===== config.mk =====
export PLATFORM = sky130hd
export DESIGN_NAME = collatz_sweep
export DESIGN_NICKNAME = d
export VERILOG_FILES = /design/src/rtl/collatz_sweep.sv
export SDC_FILE = /design/constraint.sdc
export NUM_CORES = 1
export LEC_CHECK = 0
export ABC_CLOCK_PERIOD_IN_PS = 3900
export CAP_MARGIN = 20
export CORE_MARGIN = 3
export CORE_UTILIZATION = 46
export CTS_CLUSTER_DIAMETER = 40
export DETAILED_ROUTE_END_ITERATION = 6
export PLACE_DENSITY = 0.69
export SLEW_MARGIN = 15
export SYNTH_ARGS = -nofsm -noshare
export SYNTH_HDL_FRONTEND = slang
export SYNTH_SLANG_ARGS = --single-unit

===== constraint.sdc =====
create_clock -name clk -period 3.9 [get_ports clk]
set_clock_uncertainty 0.15 [all_clocks]
set_input_delay 0.39 -clock clk [delete_from_list [all_inputs] [get_ports clk]]
set_output_delay 0.39 -clock clk [all_outputs]
set_load 0.05 [all_outputs]

===== src/rtl/collatz_sweep.sv =====
// Sweeps a range of seeds through an external Collatz core and keeps the longest orbit seen.
// Each nonzero seed costs LAUNCH, ARM, WAIT (held while the core is busy) and UPDATE; a zero seed is skipped in one cycle.
module collatz_sweep #(
   parameter int SEED_BITS = 64,
   parameter int OLEN_BITS = 16,
   parameter int PLEN_BITS = 16
) (
   input  logic                 clk,
   input  logic                 rst_n,
   input  logic                 cfg_we,
   input  logic [3:0]           cfg_addr,
   input  logic [7:0]           cfg_data,
   input  logic                 go,
   input  logic                 abort,
   output logic                 core_start,
   output logic [SEED_BITS-1:0] core_seed,
   input  logic                 core_busy,
   input  logic [OLEN_BITS-1:0] core_orbit_len,
   input  logic [PLEN_BITS-1:0] core_path_record,
   output logic                 running,
   output logic                 done,
   output logic [OLEN_BITS-1:0] best_len,
   output logic [SEED_BITS-1:0] best_seed,
   output logic [PLEN_BITS-1:0] best_path,
   output logic [15:0]          seeds_done
);

   localparam int SEED_BYTES = (SEED_BITS / 8 > 8) ? 8 : SEED_BITS / 8;

   typedef enum logic [2:0] {IDLE, LAUNCH, ARM, WAIT, UPDATE, DONE} state_t;

   state_t               state;
   logic [SEED_BITS-1:0] start_seed;
   logic [SEED_BITS-1:0] cur_seed;
   logic [15:0]          count;
   logic [15:0]          remaining;
   logic [OLEN_BITS-1:0] cap_len;
   logic [PLEN_BITS-1:0] cap_path;
   logic                 start_q;
   logic [SEED_BITS-1:0] seed_inc;
   logic [15:0]          rem_dec;

   assign seed_inc = cur_seed + SEED_BITS'(1);
   assign rem_dec  = remaining - 16'd1;
   assign running  = (state == LAUNCH) || (state == ARM) || (state == WAIT) || (state == UPDATE);
   assign done     = (state == DONE);

   // The launch pulse is registered on entry to LAUNCH; abort in that same cycle must still suppress it.
   assign core_start = start_q & ~abort;

   always_ff @(posedge clk) begin
      if (!rst_n) begin
         state      <= IDLE;
         start_seed <= '0;
         count      <= '0;
         cur_seed   <= '0;
         remaining  <= '0;
         best_len   <= '0;
         best_seed  <= '0;
         best_path  <= '0;
         seeds_done <= '0;
         cap_len    <= '0;
         cap_path   <= '0;
         start_q    <= 1'b0;
         core_seed  <= '0;
      end else begin
         start_q <= 1'b0;
         if (abort && running) begin
            state <= IDLE;
         end else begin
            case (state)
               IDLE, DONE: begin
                  if (cfg_we) begin
                     for (int i = 0; i < SEED_BYTES; i++) begin
                        if (cfg_addr == 4'(i)) start_seed[8*i +: 8] <= cfg_data;
                     end
                     if (cfg_addr == 4'd8) count[7:0]  <= cfg_data;
                     if (cfg_addr == 4'd9) count[15:8] <= cfg_data;
                     state <= IDLE;
                  end else if (go) begin
                     best_len   <= '0;
                     best_seed  <= '0;
                     best_path  <= '0;
                     seeds_done <= '0;
                     cur_seed   <= start_seed;
                     remaining  <= count;
                     core_seed  <= start_seed;
                     if (count == 16'd0) begin
                        state <= DONE;
                     end else begin
                        state   <= LAUNCH;
                        start_q <= (start_seed != '0);
                     end
                  end
               end
               LAUNCH: begin
                  if (cur_seed != '0) begin
                     state <= ARM;
                  end else begin
                     seeds_done <= seeds_done + 16'd1;
                     remaining  <= rem_dec;
                     cur_seed   <= seed_inc;
                     core_seed  <= seed_inc;
                     if (rem_dec == 16'd0) begin
                        state <= DONE;
                     end else begin
                        start_q <= (seed_inc != '0);
                     end
                  end
               end
               ARM: begin
                  state <= WAIT;
               end
               WAIT: begin
                  if (!core_busy) begin
                     cap_len  <= core_orbit_len;
                     cap_path <= core_path_record;
                     state    <= UPDATE;
                  end
               end
               UPDATE: begin
                  // Strict compare so an equal-length later seed never displaces the earlier one.
                  if (cap_len > best_len) begin
                     best_len  <= cap_len;
                     best_seed <= cur_seed;
                     best_path <= cap_path;
                  end
                  seeds_done <= seeds_done + 16'd1;
                  remaining  <= rem_dec;
                  cur_seed   <= seed_inc;
                  core_seed  <= seed_inc;
                  if (rem_dec == 16'd0) begin
                     state <= DONE;
                  end else begin
                     state   <= LAUNCH;
                     start_q <= (seed_inc != '0);
                  end
               end
               default: state <= IDLE;
            endcase
         end
      end
   end

endmodule


==> summary.md <==
| Metric | Value |
|---|---|
| Run status | `completed` |
| Clock share of power | `34.8%` |
| Combinational family with the most area after synthesis | `simple AND/OR/NAND/NOR gates` |
| Switching fraction of total power | `39.8%` |
| Initial antenna violation count | `2` |
| Mux cell area share after synthesis | `4.34%` |
| Fin. Hold Viols | `0` |
| Sw Pwr | `5070 uW` |
| First-pass detailed-route iteration total | `6` |
| Int Power | `7670 uW` |
| CP Capture Type | `register` |
| Critical Path AT | `4.13 ns` |
| Drc violations | `0` |
| Final WS setup | `0.146 ns` |
| Worst Max-Slew Pin Slew | `0.991 ns` |
| GRT Util Overall | `31.5%` |
| CTS Hold Bufs | `0` |
| Synthesized Nets | `2,292` |
| Final Total Pwr | `12,700 uW` |
| Most used cell, CP | `or4_1` |
| Die Wd | `199 um` |
| Yosys warns | `0` |
| Largest stage delay, worst path | `0.54 ns` |
| Clock sinks | `308` |
| Most heavily used metal layer in global routing | `met2` |
| Worst reg-to-reg path cell count | `10` |
| Die ar. | `39,500 sq um` |
| P per Cell Area | `579 nW/um^2` |
| Root Buffer Master | `clkbuf_16` |
| Synth Area in Compound Gates | `20.6%` |
| Buf+Inv Stages, Crit Path | `2` |
| Crit path max fanout | `10` |
| Pin count of the biggest net entering global routing | `151` |
| Initial Util | `47.3%` |
| Ports | `229` |
| Post-Synth XOR/XNOR Area | `2.77%` |
| Vias in the first global route | `16,700` |
| Post-Route WL | `64.5 mm` |
| Setup violations, final | `0` |
| Via count | `18,000` |
| Seq pwr share | `28.6%` |
| FP Rows | `69` |
| Nets | `2,498` |
| Worst vdd ir | `0.403 mV` |
| Worst-path cell chain | `buf_4 > inv_1 > ha_1 > nor4b_1 > nand4_1 > or4_1 > o41a_2 > or3_1 > or4_1 > a21oi_1` |
| Routed len/inst | `22.0 um` |
| Number of cells on the critical path | `10` |
| Max frequency | `0.266 GHz` |
| Die extent in y | `199 um` |
| Maxcap violations | `0` |
| Post-route minimum period | `3.75 ns` |
| Gr ovfl total | `0` |
| CP max stage cell | `or4_1` |
| DPL Wire Length | `45.0 mm` |
| Kind of critical path | `reg -> reg` |
| Core ar. | `36,100 sq um` |
| Num CTS Buffers | `50` |
| Port buffer count | `228` |
| Final setup TNS | `0 ns` |
| CTS tree | `built` |
| Sequential-to-total area share from yosys stat | `36.1%` |
| Gpl congestion | `0.989` |
| Hold Path Depth | `3` |
| Slew Viols, Final | `0` |
| Static Leak | `0.00890 uW` |
| Fraction of the cycle the final worst path needs | `96.3%` |
| Main flop type after synthesis | `dfxtp_1` |
| Setup repair bufs after CTS | `0` |
| Simple-Gate Fraction of Synth Area | `28.9%` |
| Mean Syn Cell Area | `7.70 sq um` |
| DRT iter0 DRCs | `1,714` |
| Clock-pin slew on the worst setup and hold paths | `0.06 ns` |
| RSZ-0062 raised after global routing | `false` |
| Worst slack at placement | `0.271 ns` |
| Adder-cell share of the synthesized area | `1.61%` |
| First-pass GRT wire length | `98.0 mm` |
| Antenna diodes | `0` |
| GR Layer Usage met2 | `48.7%` |
| Clk Latency, worst-skew pair | `0.60 ns` |
| Met1 Use GR | `42.6%` |
| Post-Syn Area | `17,100 sq um` |
| Layout cell share with drive strength beyond 1 | `10.8%` |
| Hold crit path type | `in -> reg` |
| Met3 usage | `7.25%` |
| Slew headroom | `34.0%` |
| Gate power share | `36.6%` |
| H-Tree Depth | `2` |
| Area delta synth->final | `28.7%` |
| Worst-case clock buffer depth | `3` |
| CP Launch Type | `register` |
| Vias per Instance | `6.15` |
| ANT nets after route | `0` |
| Distinct cells, synth | `62` |
| EDFF count, synth | `0` |
| Async SR Flop Fraction | `0%` |
| Cts repair resizes | `0` |
| Crit-path leading delay family | `simple AND/OR/NAND/NOR gates` |
| Register bit total from synthesis | `308` |
| Worst EP required | `4.27 ns` |
| Post-Syn Instances | `2,220` |
==> per-layer routing <==
layer	wire length, um	share of wire (%)
met5	27	0.042
met4	2550	4.0
met3	5800	9.0
met2	28400	44
met1	27700	43
==> final cells by class <==
type	instances	area, sq um
multi-input combinational	1657	10000
tap	461	577
clock buffer	60	1350
sequential	308	6170
timing repair buffer	374	3450
clock inverter	31	320
fill	3240	14100
inverter	35	131
==> stage by stage <==
stage	instances	utilization (%)	hold WS [ns]	instance area [sq um]
6_report	2926	61.0	0.136	22000
5_1_grt	2926	61.0	0.157	22000
4_1_cts	2926	61.0	0.0968	22000
3_5_place_dp	2835	56.3	0.288	20300
3_3_place_gp	2835	56.3	0.279	20300
2_1_floorplan	2220	-	0.276	17100
==> worst min-delay path: stages <==
cell     delay [ns]
buf_8          0.20
o21ai_0        0.15
nor2_1         0.05
==> synthesized netlist by cell type (14+ instances only) <==
cell,number,area [sq um]
dfxtp_1,308,6170
nand3_1,245,1230
clkbuf_1,204,766
o21ai_0,189,946
nand2_1,178,668
nor2_1,129,484
a21o_1,104,781
nor2b_1,94,588
a21oi_1,79,395
nor4_1,76,475
mux2i_1,74,741
nor3_1,61,305
and2_1,51,319
a21boi_0,50,375
nand4_1,47,294
inv_1,35,131
xnor2_1,34,298
a31oi_1,25,156
ha_1,22,275
and3_1,20,125
xor2_1,20,175
a22oi_1,19,143
or4_1,14,105
==> power groups by stage <==
stage	registers, uW	clock network (uW)	logic (uW)
after global placement	3690	0	4550
after floorplan	3890	0	2660
after global routing	3660	4620	5010
after detailed placement	3690	0	4560
final	3640	4430	4660
after CTS	3630	4480	4580
==> kinds of logic after synthesis <==
group	after synthesis
buffers and inverters	255
XOR/XNOR	54
multiplexers	74
adder cells (fa/ha/maj)	22
flip-flops	308
AND/OR/NAND/NOR	958
AO/OA/AOI/OAI	549
==> final timing paths <==
path	start	end	slack, ns
max	cur_seed[0]	seeds_done[12]	0.15
min	rst_n	cur_seed[63]	0.14
max reg2reg	cur_seed[0]	seeds_done[12]	0.15
min reg2reg	cap_path[2]	best_path[2]	0.30
==> layout by cell type (no fill, tap or decap), types with 14 or more instances in the layout <==
master	n
and3_1	19
o21ai_0	189
nand2_1	177
a22oi_1	19
nand3_1	245
clkbuf_16	50
xor2_1	20
and2_1	49
a31oi_1	24
inv_1	35
a21boi_0	50
or4_1	14
mux2i_1	74
nor3_1	61
a21oi_1	79
dfxtp_1	308
nor2b_1	94
xnor2_1	34
nand4_1	47
a21o_1	104
clkdlybuf4s50_1	227
ha_1	22
buf_4	141
nor4_1	74
nor2_1	129
==> registers in the layout, summed over array words and instances, names as in the netlist <==
register    flops
best_seed      64
seeds_done     16
best_path      16
cap_path       16
cur_seed       64
start_seed     64
remaining      16
start_q         1
best_len       16
cap_len        16
state           3
count          16
No activity file was read; power rests on OpenSTA's default activity.
